$ cat config.mk
export PLATFORM = sky130hd
export DESIGN_NAME = serial_add_ctrl
export DESIGN_NICKNAME = d
export VERILOG_FILES = /design/src/rtl/serial_add_ctrl_pkg.sv /design/src/rtl/serial_add_ctrl_nibble_add_reg.sv /design/src/rtl/serial_add_ctrl.sv
export SDC_FILE = /design/constraint.sdc
export NUM_CORES = 1
export LEC_CHECK = 0
export CORE_MARGIN = 3
export CORE_UTILIZATION = 25
export CTS_BUF_LIST = sky130_fd_sc_hd__clkbuf_16
export DETAILED_ROUTE_END_ITERATION = 10
export DONT_BUFFER_PORTS = 1
export GPL_TIMING_DRIVEN = 0
export SLEW_MARGIN = 30
export SYNTH_ARGS = -nofsm -noshare
export SYNTH_HDL_FRONTEND = slang
export SYNTH_SLANG_ARGS = --single-unit
$ cat constraint.sdc
create_clock -name clk -period 2.4 [get_ports clk]
set_input_delay 0.36 -clock clk [delete_from_list [all_inputs] [get_ports clk]]
set_output_delay 0.36 -clock clk [all_outputs]
set_load 0.02 [all_outputs]
$ cat src/rtl/serial_add_ctrl_pkg.sv
`default_nettype none
// ============================================================================
// Module      : serial_add_pkg
// Description : Shared types and constants for the nibble-serial adder.
// Revision    : 1.0 - initial release
// ============================================================================
package serial_add_pkg;

    typedef enum logic [1:0] {
        IDLE  = 2'd0,
        RUN   = 2'd1,
        DRAIN = 2'd2,
        DONE  = 2'd3
    } state_t;

    localparam int SLICE_W = 4;

    // Counter width for NIB slices; a single-slice add still needs one bit.
    function automatic int idx_width(input int nib);
        return (nib > 1) ? $clog2(nib) : 1;
    endfunction

endpackage
`default_nettype wire

$ cat src/rtl/serial_add_ctrl_nibble_add_reg.sv
`default_nettype none
// ============================================================================
// Module      : nibble_add_reg
// Description : 4-bit adder slice with registered sum and carry-out.
// Revision    : 1.0 - initial release
// ============================================================================
module nibble_add_reg
    import serial_add_pkg::*;
(
    input  logic               clk,
    input  logic               rst,
    input  logic [SLICE_W-1:0] a,
    input  logic [SLICE_W-1:0] b,
    input  logic               cin,
    output logic [SLICE_W-1:0] sum,
    output logic               cout
);

    always_ff @(posedge clk or negedge rst) begin
        if (!rst) begin
            sum  <= '0;
            cout <= 1'b0;
        end else begin
            {cout, sum} <= {1'b0, a} + {1'b0, b} + {{SLICE_W{1'b0}}, cin};
        end
    end

endmodule
`default_nettype wire

$ cat src/rtl/serial_add_ctrl.sv
`default_nettype none
// ============================================================================
// Module      : serial_add_ctrl
// Description : WIDTH-bit adder sequenced through one registered nibble slice.
// Revision    : 1.0 - initial release
// ============================================================================
module serial_add_ctrl
    import serial_add_pkg::*;
#(
    parameter int WIDTH = 16
) (
    input  logic             clk,
    input  logic             rst,
    input  logic             in_valid,
    output logic             in_ready,
    input  logic [WIDTH-1:0] in_a,
    input  logic [WIDTH-1:0] in_b,
    input  logic             in_cin,
    output logic             out_valid,
    input  logic             out_ready,
    output logic [WIDTH-1:0] out_sum,
    output logic             out_cout,
    output logic             busy
);

    localparam int               NIB      = WIDTH / SLICE_W;
    localparam int               IDX_W    = idx_width(NIB);
    localparam logic [IDX_W-1:0] LAST_IDX = IDX_W'(NIB - 1);

    state_t                         r_state;
    logic [IDX_W-1:0]               r_idx;
    logic [IDX_W-1:0]               r_prev_idx;
    logic [NIB-1:0][SLICE_W-1:0]    r_a;
    logic [NIB-1:0][SLICE_W-1:0]    r_b;
    logic                           r_cin;
    logic [NIB-1:0][SLICE_W-1:0]    r_sum;
    logic                           r_cout;
    logic                           r_in_ready;
    logic                           r_out_valid;
    logic                           r_busy;

    logic [SLICE_W-1:0]             w_slice_a;
    logic [SLICE_W-1:0]             w_slice_b;
    logic                           w_slice_cin;
    logic [SLICE_W-1:0]             w_slice_sum;
    logic                           w_slice_cout;

    // The slice only sees operands while issuing; otherwise it adds zeros.
    always_comb begin
        w_slice_a   = '0;
        w_slice_b   = '0;
        w_slice_cin = 1'b0;
        if (r_state == RUN) begin
            w_slice_a   = r_a[r_idx];
            w_slice_b   = r_b[r_idx];
            w_slice_cin = (r_idx == '0) ? r_cin : w_slice_cout;
        end
    end

    nibble_add_reg u_slice (
        .clk  (clk),
        .rst  (rst),
        .a    (w_slice_a),
        .b    (w_slice_b),
        .cin  (w_slice_cin),
        .sum  (w_slice_sum),
        .cout (w_slice_cout)
    );

    // r_prev_idx trails r_idx by one edge: it names the nibble whose slice
    // result is visible now, which is the one to write back.
    always_ff @(posedge clk or negedge rst) begin
        if (!rst) begin
            r_state     <= IDLE;
            r_idx       <= '0;
            r_prev_idx  <= '0;
            r_a         <= '0;
            r_b         <= '0;
            r_cin       <= 1'b0;
            r_sum       <= '0;
            r_cout      <= 1'b0;
            r_in_ready  <= 1'b1;
            r_out_valid <= 1'b0;
            r_busy      <= 1'b0;
        end else begin
            case (r_state)
                IDLE: begin
                    if (in_valid && r_in_ready) begin
                        r_a        <= in_a;
                        r_b        <= in_b;
                        r_cin      <= in_cin;
                        r_idx      <= '0;
                        r_state    <= RUN;
                        r_in_ready <= 1'b0;
                        r_busy     <= 1'b1;
                    end
                end
                RUN: begin
                    r_prev_idx <= r_idx;
                    if (r_idx != '0) begin
                        r_sum[r_prev_idx] <= w_slice_sum;
                    end
                    if (r_idx == LAST_IDX) begin
                        r_state <= DRAIN;
                    end else begin
                        r_idx <= r_idx + 1'b1;
                    end
                end
                DRAIN: begin
                    r_sum[r_prev_idx] <= w_slice_sum;
                    r_cout            <= w_slice_cout;
                    r_out_valid       <= 1'b1;
                    r_state           <= DONE;
                end
                DONE: begin
                    if (out_ready) begin
                        r_out_valid <= 1'b0;
                        r_busy      <= 1'b0;
                        r_in_ready  <= 1'b1;
                        r_state     <= IDLE;
                    end
                end
                default: begin
                    r_state <= IDLE;
                end
            endcase
        end
    end

    assign in_ready  = r_in_ready;
    assign out_valid = r_out_valid;
    assign busy      = r_busy;
    assign out_sum   = r_sum;
    assign out_cout  = r_cout;

endmodule
`default_nettype wire
==> After elaboration in Yosys (flattened, before gate mapping) <==
Index checks and enable logic that the tools add are counted.
{ "totals": {"reg_bits": 64, "in_bits": 37, "word_cells": 79, "output_inout_bits": 20} }
{ "op_classes": {"addsub": 3, "muxes": 27, "reduce_logical": 15, "order_cmp": 3, "n_eq_ne": 9} }
{ "op_table": {"columns": ["cell", "n"], "rows": [
  ["$pmux W16 S2", 1],
  ["$mux W4", 5],
  ["$bmux W4 S2", 2],
  ["$bwmux W16", 1],
  ["$mux W16", 1],
  ["$mux W2", 5],
  ["$reduce_bool A2 Y1", 5],
  ["$reduce_and A3 Y1", 3],
  ["$demux W4 S2", 1],
  ["$pmux W2 S4", 1],
  ["$eq A2 B2 Y1 const B", 3],
  ["$lt A2 B3 Y1 const B", 2],
  ["$mux W1", 6],
  ["$ne A2 B2 Y1 const B", 3],
  ["$pmux W1 S2", 3],
  ["$reduce_and A2 Y1", 3],
  ["$add A4 B4 Y5", 1],
  ["$add A5 B1 Y5", 1],
  ["$logic_not A2 Y1", 2],
  ["$ne A2 B1 Y1 const B", 2],
  ["$pmux W2 S2", 1],
  ["$add A2 B1 Y2 const B", 1],
  ["$eq A2 B1 Y1 const B", 1],
  ["$ge A2 B1 Y1 const B", 1],
  ["$logic_and A1 B1 Y1", 2]
]} }

==> Depth between registers and ports, before layout <==
{ "logic_depth": {"depth_word": 7, "ltp_mapped": 9, "mapped_depth_nobuf": 8} }

==> Modules after synthesis <==
Synthesis repeated with hierarchy kept, for this count alone.
{ "hier_totals": {"hier_cells": 202, "area_unflattened_um2": 2991.6} }
{ "by_module_without_submodules": {"columns": ["module", "cells_per_inst", "area_each_um2", "n_inst"], "rows": [
  ["serial_add_ctrl", 181, 2722.6, 1],
  ["nibble_add_reg", 21, 269.0, 1]
]} }

==> Worst setup path before layout <==
No wires, ideal clock.
{ "synth_path": {"path_type": "register to register", "start": "register r_idx[0]", "end": "register u_slice.cout", "setup_slack_ns": -0.171, "t_arrival_ns": 2.453, "setup_time_ns": 0.118, "stages_incl_launch_ff": 8, "path_buffers": 1, "cell_sequence": "dfrtp_1 buf_6 mux4_2 and2_1 fa_1 fa_1 a21o_1 a21o_1"} }
{ "synth_via": {"elab_chain_len": 5} }
{ "synth_rtl": {"columns": ["element", "line_no", "rtl"], "rows": [
  ["start: declaration", "serial_add_ctrl.sv:31", "logic [IDX_W-1:0] r_idx;"],
  ["start signal: assignment", "serial_add_ctrl.sv:106", "r_idx <= r_idx + 1'b1;"],
  ["$bmux W4 S2, on equally long branches", "serial_add_ctrl.sv:54, serial_add_ctrl.sv:55", null],
  ["$mux W4, on equally long branches", "serial_add_ctrl.sv:54, serial_add_ctrl.sv:55", null],
  ["$mux W4", "serial_add_ctrl.sv:53", "if (r_state == RUN) begin"],
  ["$add A4 B4 Y5", "serial_add_ctrl_nibble_add_reg.sv:24", "{cout, sum} <= {1'b0, a} + {1'b0, b} + {{SLICE_W{1'b0}}, cin};"],
  ["$add A5 B1 Y5 *", "serial_add_ctrl_nibble_add_reg.sv:24", null],
  ["end signal: assignment", "serial_add_ctrl_nibble_add_reg.sv:24", null],
  ["end: declaration", "serial_add_ctrl_nibble_add_reg.sv:16", "output logic cout"]
]} }
Mark *: on every way between the ends. The rest lies on a longest branch, timed or not. The select of a mux whose other input is x is not followed.
A chain may end at the register's enable or synchronous reset.

==> Final worst setup path <==
Ends and elaborated chain as after synthesis.

==> impl_metrics.py <==
metrics = {
    "run_status": {
        "status": "completed",
    },
    "placement": {
        "gp_routability_congestion": 0.7299,
        "place_hpwl_um": 4321,
        "port-buffer-count": 0,
        "placed_cells": 341,
    },
    "critical_path": {
        "timing.critical_path.to_type": "flop",
        "kind_of_critical_path": "flop to flop",
        "critPathMaxFanout": 4,
        "setup_crit_start_kind": "flop",
        "worstPathRequired_ps": 2620,
        "critical_path_arrival_ps": 2580,
    },
    "global_route": {
        "grt_usage": 0.09967,
        "grt-ovfl-total": 0,
        "initial_antenna_violation_count": 0,
        "vias_in_the_first_global_route": 1808,
        "global_route.usage.met2": 0.1548,
        "global_route.usage.met1": 0.1171,
        "grt_first_pass_wirelength_um": 9853,
        "globalRoute.busiestLayer": "met2",
        "largest_net_degree_at_the_start_of_global_routing": 65,
        "gr-usage-met3": 0.05158,
    },
    "routing": {
        "antenna_left": 0,
        "post_drt_via_cell_ratio": 4.478,
        "drt_pass_1_iters": 4,
        "detail_route.wirelength_um": 5908,
        "detail_route.wl_per_cell_um": 16.41,
        "detailroute.via_count": 1612,
        "drtIter0Drc": 59,
        "drc": 0,
    },
    "clock_network": {
        "cts_sink_cnt": 64,
        "clk_pin_slew_ps": 50,
        "root_buffer": "sky130_fd_sc_hd__clkbuf_16",
        "clockBufferDepth": 2,
        "cts-htree-levels": 3,
        "cts_inserted_buffers": 9,
        "cts_tree": "yes",
        "clock_insertion_delay_worst_skew_ps": 330,
    },
    "die": {
        "initial_core_util": 0.2570,
        "die_h_um": 114.8,
        "fp.coreArea_sq_mm": 0.01152,
        "chipWidth_um": 114.8,
        "pin_count": 57,
        "floorplan.rows": 39,
        "floorplan.die_area_sq_mm": 0.01318,
    },
    "yosys": {
        "synth-async-reset-ratio": 1.000,
        "synthAdderAreaFrac": 0.05581,
        "combinational_family_with_the_most_area_after_synthesis": "multiplexers",
        "mux_share_of_post_synthesis_cell_area": 0.2744,
        "synthesis.area_sq_mm": 0.002959,
        "ys_dominant_reg_cell": "sky130_fd_sc_hd__dfrtp_1",
        "synth-compound-area-share": 0.04736,
        "netlist_instances": 198,
        "yosysSeqAreaShare": 0.5416,
        "synth.cells.most_frequent": "sky130_fd_sc_hd__dfrtp_1, sky130_fd_sc_hd__mux2_1, sky130_fd_sc_hd__ha_1, sky130_fd_sc_hd__and2_1, sky130_fd_sc_hd__mux4_2",
        "synthDominantCellAreaShare": 0.5328,
        "synthXorXnorAreaFrac": 0.005920,
        "synthTopCellsByArea": "sky130_fd_sc_hd__dfrtp_1, sky130_fd_sc_hd__mux2_1, sky130_fd_sc_hd__mux4_2",
        "postSynthAreaPerCell_sq_um": 14.94,
        "synth-edff-count": 0,
        "synthesis.yosys.warnings": 0,
        "synthesis.nets": 247,
        "yosys.cell_count.top_type": "sky130_fd_sc_hd__dfrtp_1",
        "number_of_register_bits_inferred_by_synthesis": 64,
        "yosysTopAreaCell": "sky130_fd_sc_hd__dfrtp_1",
        "simple_gate_portion_of_the_synthesized_area": 0.05539,
        "netlist-cell-type-count": 37,
    },
    "sta": {
        "setup_violations": 0,
        "hold_violations": 0,
        "rsz0062_at_grt": "yes",
        "worst_slew_margin_rel": 0.7753,
        "tightest_slew_ps": 337.0,
        "worst_clock_skew_ps": 7.645,
        "final_min_period_over_clock_period": 0.9856,
        "clock.fmax_mhz": 422.8,
        "report.final.slew_viol_count": 0,
        "timing.setup.tns_ps": 0,
        "post-route-min-period_ps": 2365,
    },
    "finish": {
        "final.fill_count": 1177,
        "finish.net_count": 263,
        "final_non_filler_cells": 360,
        "drive_above_1_share": 0.2442,
        "syn2layout_area_growth_pct": 17.42,
        "antenna_fix_cells": 0,
    },
    "power": {
        "vdd.ir_drop.worst_mv": 0.6670,
        "total_leakage_power_uw": 0.001619,
        "power_density_mw_per_mm2": 1293,
    },
    "worst_hold_path": {
        "hold_path_class": "primary input to flop",
    },
    "flow_run": {
        "maxCapViolCount": 0,
    },
}
## final cells by class
class	instances	area, sq um	area share
plain buffers	6	46.29	0.01332
clock buffers	9	225.2	0.06482
clock inverters	5	26.28	0.007562
inverters	6	22.52	0.006482
multi-input cells	122	1311	0.3774
flip-flops and latches	64	1604	0.4617
well taps	143	178.9	0.05149
repair buffers	5	60.06	0.01728
## where the power goes
group / switching (uW) / internal [uW]
Clock: 438 / 676
Sequential: 449 / 1550
Combinational: 603 / 777
## cell usage in the layout (no fill, tap or decap), types with 3 or more instances in the layout
master,n
sky130_fd_sc_hd__clkbuf_16,9
sky130_fd_sc_hd__nor2b_1,3
sky130_fd_sc_hd__mux2_4,4
sky130_fd_sc_hd__mux2_1,47
sky130_fd_sc_hd__o21ai_2,3
sky130_fd_sc_hd__dfrtp_1,62
sky130_fd_sc_hd__mux4_2,8
sky130_fd_sc_hd__nor2_1,5
sky130_fd_sc_hd__inv_1,5
sky130_fd_sc_hd__a21o_1,3
sky130_fd_sc_hd__and2_1,6
sky130_fd_sc_hd__a21oi_1,3
sky130_fd_sc_hd__ha_1,9
sky130_fd_sc_hd__nand3_1,4
sky130_fd_sc_hd__buf_4,3
sky130_fd_sc_hd__buf_2,3
## critical path, stage by stage (launching register included)
cell and delay (ps):
sky130_fd_sc_hd__dfrtp_2 380, sky130_fd_sc_hd__buf_8 110, sky130_fd_sc_hd__mux4_2 500, sky130_fd_sc_hd__and2_4 180
sky130_fd_sc_hd__fa_2 400, sky130_fd_sc_hd__fa_2 360, sky130_fd_sc_hd__a21o_1 170, sky130_fd_sc_hd__a21o_1 170
## worst paths after layout
kind | from | to | slack, ps | cells after the start
max | r_idx[0]$_DFFE_PN0P_ | u_slice.cout$_DFF_PN0_ | 30 | 7
min | in_a[11] | r_a[11]$_DFFE_PN0P_ | 160 | 1
max reg2reg | r_idx[0]$_DFFE_PN0P_ | u_slice.cout$_DFF_PN0_ | 30 | 7
min reg2reg | r_b[7]$_DFFE_PN0P_ | r_b[7]$_DFFE_PN0P_ | 490 | 1
max in group asynchronous | rst | in_ready$_DFFE_PN1P_ | 1500 | 2
min in group asynchronous | rst | u_slice.sum[0]$_DFF_PN0_ | 570 | 2
## sequential cells by signal (all words and copies together) (netlist names), 2 cells and up
register and flops:
r_idx 2, r_a 16, r_b 16, u_slice.sum 4, r_state 2, r_prev_idx 2, out_sum 16
## repair_timing
item                                   CTS  global route
setup endpoints to repair                3             2
hold buffers                             2             0
buffers inserted                         3             0
gates cloned                             0             0
endpoints found under the hold margin   64             0
resized for setup                        3             4
## per-stage QoR
step	util	power, uW	cell area (sq um)	hold slack (ps)	setup slack [ps]
detailed placement	0.2733	3341	3147	66.04	-165.9
global route	0.3017	4820	3475	146.7	-27.72
finish	0.3017	4491	3475	163.7	34.59
global placement	0.2733	3279	3147	66.30	-158.6
floorplan	-	2992	2968	64.41	3.529
CTS	0.3012	4566	3468	149.1	16.11
## routing by layer
metal,up-vias,routed length (um)
li1,736,-
met2,48,2856
met3,5,470
met1,823,2513
met4,0,69
met5,-,0
## cells by family (layout without fill, tap and decap cells)
| group | count (synthesis) | after routing |
|---|---|---|
| AND/OR/NAND/NOR | 27 | 27 |
| multiplexers | 63 | 63 |
| AO/OA/AOI/OAI | 18 | 18 |
| adder cells (fa/ha/maj) | 12 | 12 |
| flip-flops | 64 | 64 |
| buffers and inverters | 12 | 31 |
| XOR/XNOR | 2 | 2 |
Note: power is estimated with default switching activity, not from simulation.
